File: config.mk
export PLATFORM = sky130hd
export DESIGN_NAME = thunderbird_seq
export DESIGN_NICKNAME = d
export VERILOG_FILES = /design/src/rtl/thunderbird_seq.sv
export SDC_FILE = /design/constraint.sdc
export NUM_CORES = 1
export LEC_CHECK = 0
export BUFFER_PORTS_ARGS = -buffer_cell sky130_fd_sc_hd__buf_2
export CORE_ASPECT_RATIO = 1.5
export CORE_UTILIZATION = 40
export CTS_CLUSTER_DIAMETER = 80
export DETAILED_ROUTE_END_ITERATION = 10
export PLACE_DENSITY = 0.63
export SYNTH_ARGS = -nofsm -noshare
export SYNTH_HDL_FRONTEND = slang
export SYNTH_SLANG_ARGS = --single-unit
File: constraint.sdc
create_clock -name clk -period 1.7 [get_ports clk]
set_input_delay 0.255 -clock clk [delete_from_list [all_inputs] [get_ports clk]]
set_output_delay 0.255 -clock clk [all_outputs]
set_load 0.05 [all_outputs]
File: src/rtl/thunderbird_seq.sv
// Two-sided tail-light sequencer: left/right turn sweeps, hazard flash and brake overlay,
// with a programmable step-rate prescaler.
module thunderbird_seq #(
  parameter int unsigned LAMPS = 3,
  parameter int unsigned DIV_W = 4
) (
  input  logic             clk,
  input  logic             rst,
  input  logic [DIV_W-1:0] tick_div,
  input  logic             left_req,
  input  logic             right_req,
  input  logic             hazard_req,
  input  logic             brake,
  output logic [LAMPS-1:0] left_lamps,
  output logic [LAMPS-1:0] right_lamps,
  output logic             busy
);

  localparam int unsigned PhW = $clog2(LAMPS + 1);

  localparam logic [1:0] StIdle   = 2'd0;
  localparam logic [1:0] StLeft   = 2'd1;
  localparam logic [1:0] StRight  = 2'd2;
  localparam logic [1:0] StHazard = 2'd3;

  logic [1:0]       state_q, state_d;
  logic [PhW-1:0]   phase_q, phase_d;
  logic [DIV_W-1:0] presc_q, presc_d;
  logic [LAMPS-1:0] left_q, left_d;
  logic [LAMPS-1:0] right_q, right_d;
  logic             busy_q, busy_d;

  logic             step;
  logic             both_req;
  logic [LAMPS:0]   seq_ext;
  logic [LAMPS-1:0] seq_pat;

  assign both_req = left_req & right_req;
  assign step     = (state_q != StIdle) && (presc_q == tick_div);

  // Thermometer fill: phase 0 = all off, phase LAMPS = all on.
  assign seq_ext = ({{LAMPS{1'b0}}, 1'b1} << phase_q) - {{LAMPS{1'b0}}, 1'b1};
  assign seq_pat = seq_ext[LAMPS-1:0];

  always_comb begin
    state_d = state_q;
    phase_d = phase_q;
    presc_d = presc_q;

    if ((hazard_req || (both_req && state_q == StIdle)) && state_q != StHazard) begin
      state_d = StHazard;
    end else begin
      case (state_q)
        StIdle: begin
          if (left_req) begin
            state_d = StLeft;
          end else if (right_req) begin
            state_d = StRight;
          end
        end
        StLeft:   if (!left_req) state_d = StIdle;
        StRight:  if (!right_req) state_d = StIdle;
        default:  if (!(hazard_req || both_req)) state_d = StIdle;
      endcase
    end

    if (state_d != state_q) begin
      phase_d = '0;
      presc_d = '0;
    end else if (state_q != StIdle) begin
      if (step) begin
        presc_d = '0;
        if (state_q == StHazard) begin
          phase_d = (phase_q == '0) ? PhW'(1) : '0;
        end else begin
          phase_d = (phase_q == PhW'(LAMPS)) ? '0 : phase_q + PhW'(1);
        end
      end else begin
        // A count above a freshly lowered tick_div runs on and wraps naturally.
        presc_d = presc_q + DIV_W'(1);
      end
    end
  end

  always_comb begin
    left_d  = '0;
    right_d = '0;
    case (state_q)
      StIdle: begin
        if (brake) begin
          left_d  = '1;
          right_d = '1;
        end
      end
      StLeft: begin
        left_d = seq_pat;
        if (brake) right_d = '1;
      end
      StRight: begin
        right_d = seq_pat;
        if (brake) left_d = '1;
      end
      default: begin
        if (phase_q != '0) begin
          left_d  = '1;
          right_d = '1;
        end
      end
    endcase
    busy_d = (state_d != StIdle);
  end

  always_ff @(posedge clk) begin
    if (rst) begin
      state_q <= StIdle;
      phase_q <= '0;
      presc_q <= '0;
      left_q  <= '0;
      right_q <= '0;
      busy_q  <= 1'b0;
    end else begin
      state_q <= state_d;
      phase_q <= phase_d;
      presc_q <= presc_d;
      left_q  <= left_d;
      right_q <= right_d;
      busy_q  <= busy_d;
    end
  end

  assign left_lamps  = left_q;
  assign right_lamps = right_q;
  assign busy        = busy_q;

endmodule

==> key figures <==
Status
  – Status: finished clean

Timing
  – Rel. slew slack: 0.739
  – Fmax: around 700 MHz
  – Min Clock Period, post-route: 1430 ps
  – Final hold vios: 0
  – Max Transition Viols Final: 0
  – RSZ-0062 raised after global routing: no
  – Worst Skew: 3.35 ps
  – Final setup fails: 0
  – Final setup TNS: 0 ps
  – Slew @ Worst Pin: about 390 ps
  – Period utilization: 0.840

Setup path
  – Crit end category: register
  – Nature of the critical path startpoint: register
  – Crit path max-delay family: compound AO/OA/AOI/OAI gates
  – CP Class: register to register
  – Max incr delay on CP: 410 ps
  – Worst Path Arrival: 1600 ps
  – WP data required: roughly 1900 ps
  – CP bufs+invs: 0
  – Worst path slowest cell: or3_4
  – Worst path cell trace: or3_4 > a21oi_2 > o21ai_2 > a311oi_1
  – Crit-path max FO: 9

Power and ir drop
  – Clock Power Share: 0.279
  – Net Sw Power: between 0.2 and 0.25 mW
  – Max VDD drop: 350 uV
  – Lkg Pwr: 0.381 nW
  – Switch share: 0.292
  – Sequential power share: 0.533
  – Pwr per Cell Area: 769 mW/mm^2
  – Pint: 0.502 mW
  – Combinational group share of total power: 0.188

Yosys
  – Synth Register Bits: 15
  – Warnings from Yosys: 0
  – Synth Flop Type: dfxtp_1
  – Top post-synthesis cells by area: dfxtp_1 38%, a21oi_1 8.2%, ha_1 6.3%, nand2_1 6.1%, xnor2_1 5.5%
  – Synth area leader: dfxtp_1
  – Number of synthesized flops with an enable pin: 0
  – FFs w/ async S/R, synth: 0
  – Avg Cell Area, Syn: about 8.2 um^2
  – Mapped Area: 796 um^2
  – Syn nets: 111
  – Yosys top cell area share: 0.377
  – Cells after synthesis: 97
  – Count of cell types in the netlist: 28
  – Register area share after synthesis: 0.377

Place
  – HPWL Detailed: 1180 um
  – Port Buffers: 16
  – DP Area: ~890 um^2
  – Routability cong.: 0.756

Worst hold path
  – Type of the worst min-delay path: primary input to register

Route
  – # DRC: 0
  – DR WL/cell: 10.8 um
  – Via/cell ratio: approximately 5.2
  – Routed WL: 1470 um
  – Router iterations before antenna repair: 4
  – Final antenna-violating net count: 0
  – Initial DRC Count: 10
  – Routed vias: about 710

Floorplan
  – Core Region: 0.00185 mm^2
  – Ports: 17
  – Die Wd: about 38 um
  – Site row count: 19
  – Die area: 0.00218 mm^2
  – Initial core utilization: 0.429
  – Die height: between 50 and 60 um

Final layout
  – Proportion of layout cells with a drive suffix above 1: 0.217
  – Finished Cell Area: 921 um^2
  – Number of fill cells: 186
  – Storage element area: 300 um^2
  – Number of nets in the layout: 130
  – Diode count: 0
  – Area Overhead vs Synth: 15.7%
  – Multi-input combinational cell area: approximately 460 um^2

Clocking
  – # hold bufs at CTS: 0
  – Worst-Skew Late Latency: ~270 ps
  – CTS tree: yes
  – H-tree lvl count: 1
  – Post-CTS setup buffers: 0
  – CTS sink cnt: 15
  – Clock Pin Slew Worst Setup and Hold Paths: 90 ps
  – Max Root-Sink Buffers: 2
  – CTS Root Cell: clkbuf_4
  – Number of CTS-inserted buffers: 3
  – CTS resizes: 0

Flow run
  – Max cap viols: 0

Global routing
  – Final global-route overflow total: 0
  – Tot GR Track Use: 0.170
  – Largest net degree at the start of global routing: 11
  – Vias in the first global route: 689
  – First-pass GRT wire length: 2700 um
  – Antenna violations before repair: 0
[final timing paths]
kind | start | end | slack, ps | depth (start not counted)
min reg2reg | phase_q[1] | phase_q[1] | 510 | 2
max reg2reg | state_q[1] | phase_q[0] | 270 | 4
max | state_q[1] | phase_q[0] | 270 | 4
min | hazard_req | state_q[0] | 260 | 3
[cells by family after synthesis]
logic type               Yosys count  share of synthesized area
AO/OA/AOI/OAI                     24                      0.182
XOR/XNOR                           7                     0.0770
adder cells (fa/ha/maj)            4                     0.0629
buffers and inverters              7                     0.0424
flip-flops                        15                      0.377
multiplexers                       1                     0.0126
AND/OR/NAND/NOR                   39                      0.245
[per-stage QoR]
step	util	setup slack (ps)	hold WS [ps]	instances	power, mW
after global placement	0.482	336	499	132	0.517
after global routing	0.497	156	277	136	0.754
final	0.497	272	264	136	0.708
after detailed placement	0.482	248	502	132	0.520
after floorplan	-	359	383	97	0.484
after CTS	0.497	259	258	136	0.721
[layer usage]
metal  share of wire  global-route usage  up-vias
li1                -                   -      373
met1            0.42               0.189      321
met2            0.54               0.286       17
met3           0.033              0.0277        2
met4           0.012               0.103        0
met5               0                   0        -
[worst min-delay path: stages]
cell,delay (ps)
buf_2,110
a21oi_1,60
nor2_1,80
[power groups by stage]
stage / clock network (mW) / registers [mW] / logic (mW)
6_report: 0.197 / 0.378 / 0.133
5_1_grt: 0.226 / 0.381 / 0.148
4_1_cts: 0.209 / 0.378 / 0.134
3_5_place_dp: 0 / 0.386 / 0.133
3_3_place_gp: 0 / 0.385 / 0.132
2_1_floorplan: 0 / 0.418 / 0.0655
[cells in the final DEF, fill, tap and decap left out, types with 4 or more instances in the layout]
cell type,synthesis,routed
buf_2,0,16
dfxtp_1,15,15
nand2_1,13,13
a21oi_1,13,13
nor2_1,9,9
xnor2_1,5,5
nand2b_1,4,4
o21ai_0,4,4
ha_1,4,4
[flip-flops by register name, indices dropped and copies added (netlist names)]
signal	count
presc_q	4
phase_q	2
right_lamps	3
state_q	2
left_lamps	3
busy	1
[cell usage after synthesis, types with 2 or more instances]
| library cell | instances |
|---|---|
| ha_1 | 4 |
| clkbuf_1 | 2 |
| nor2b_1 | 2 |
| xor2_1 | 2 |
| nor2_1 | 9 |
| a21oi_1 | 13 |
| a311oi_1 | 3 |
| o21ai_0 | 4 |
| nand2_1 | 13 |
| dfxtp_1 | 15 |
| nand2b_1 | 4 |
| xnor2_1 | 5 |
| nand3_1 | 2 |
| inv_1 | 3 |
| nor3_1 | 3 |
[layout make-up]
cell class,instances,area share
Multi-Input combinational cell,75,0.501
Sequential cell,15,0.326
Timing Repair Buffer,18,0.103
Clock buffer,4,0.0285
Tap cell,21,0.0285
Inverter,3,0.0122
Note: power is estimated with default switching activity, not from simulation.
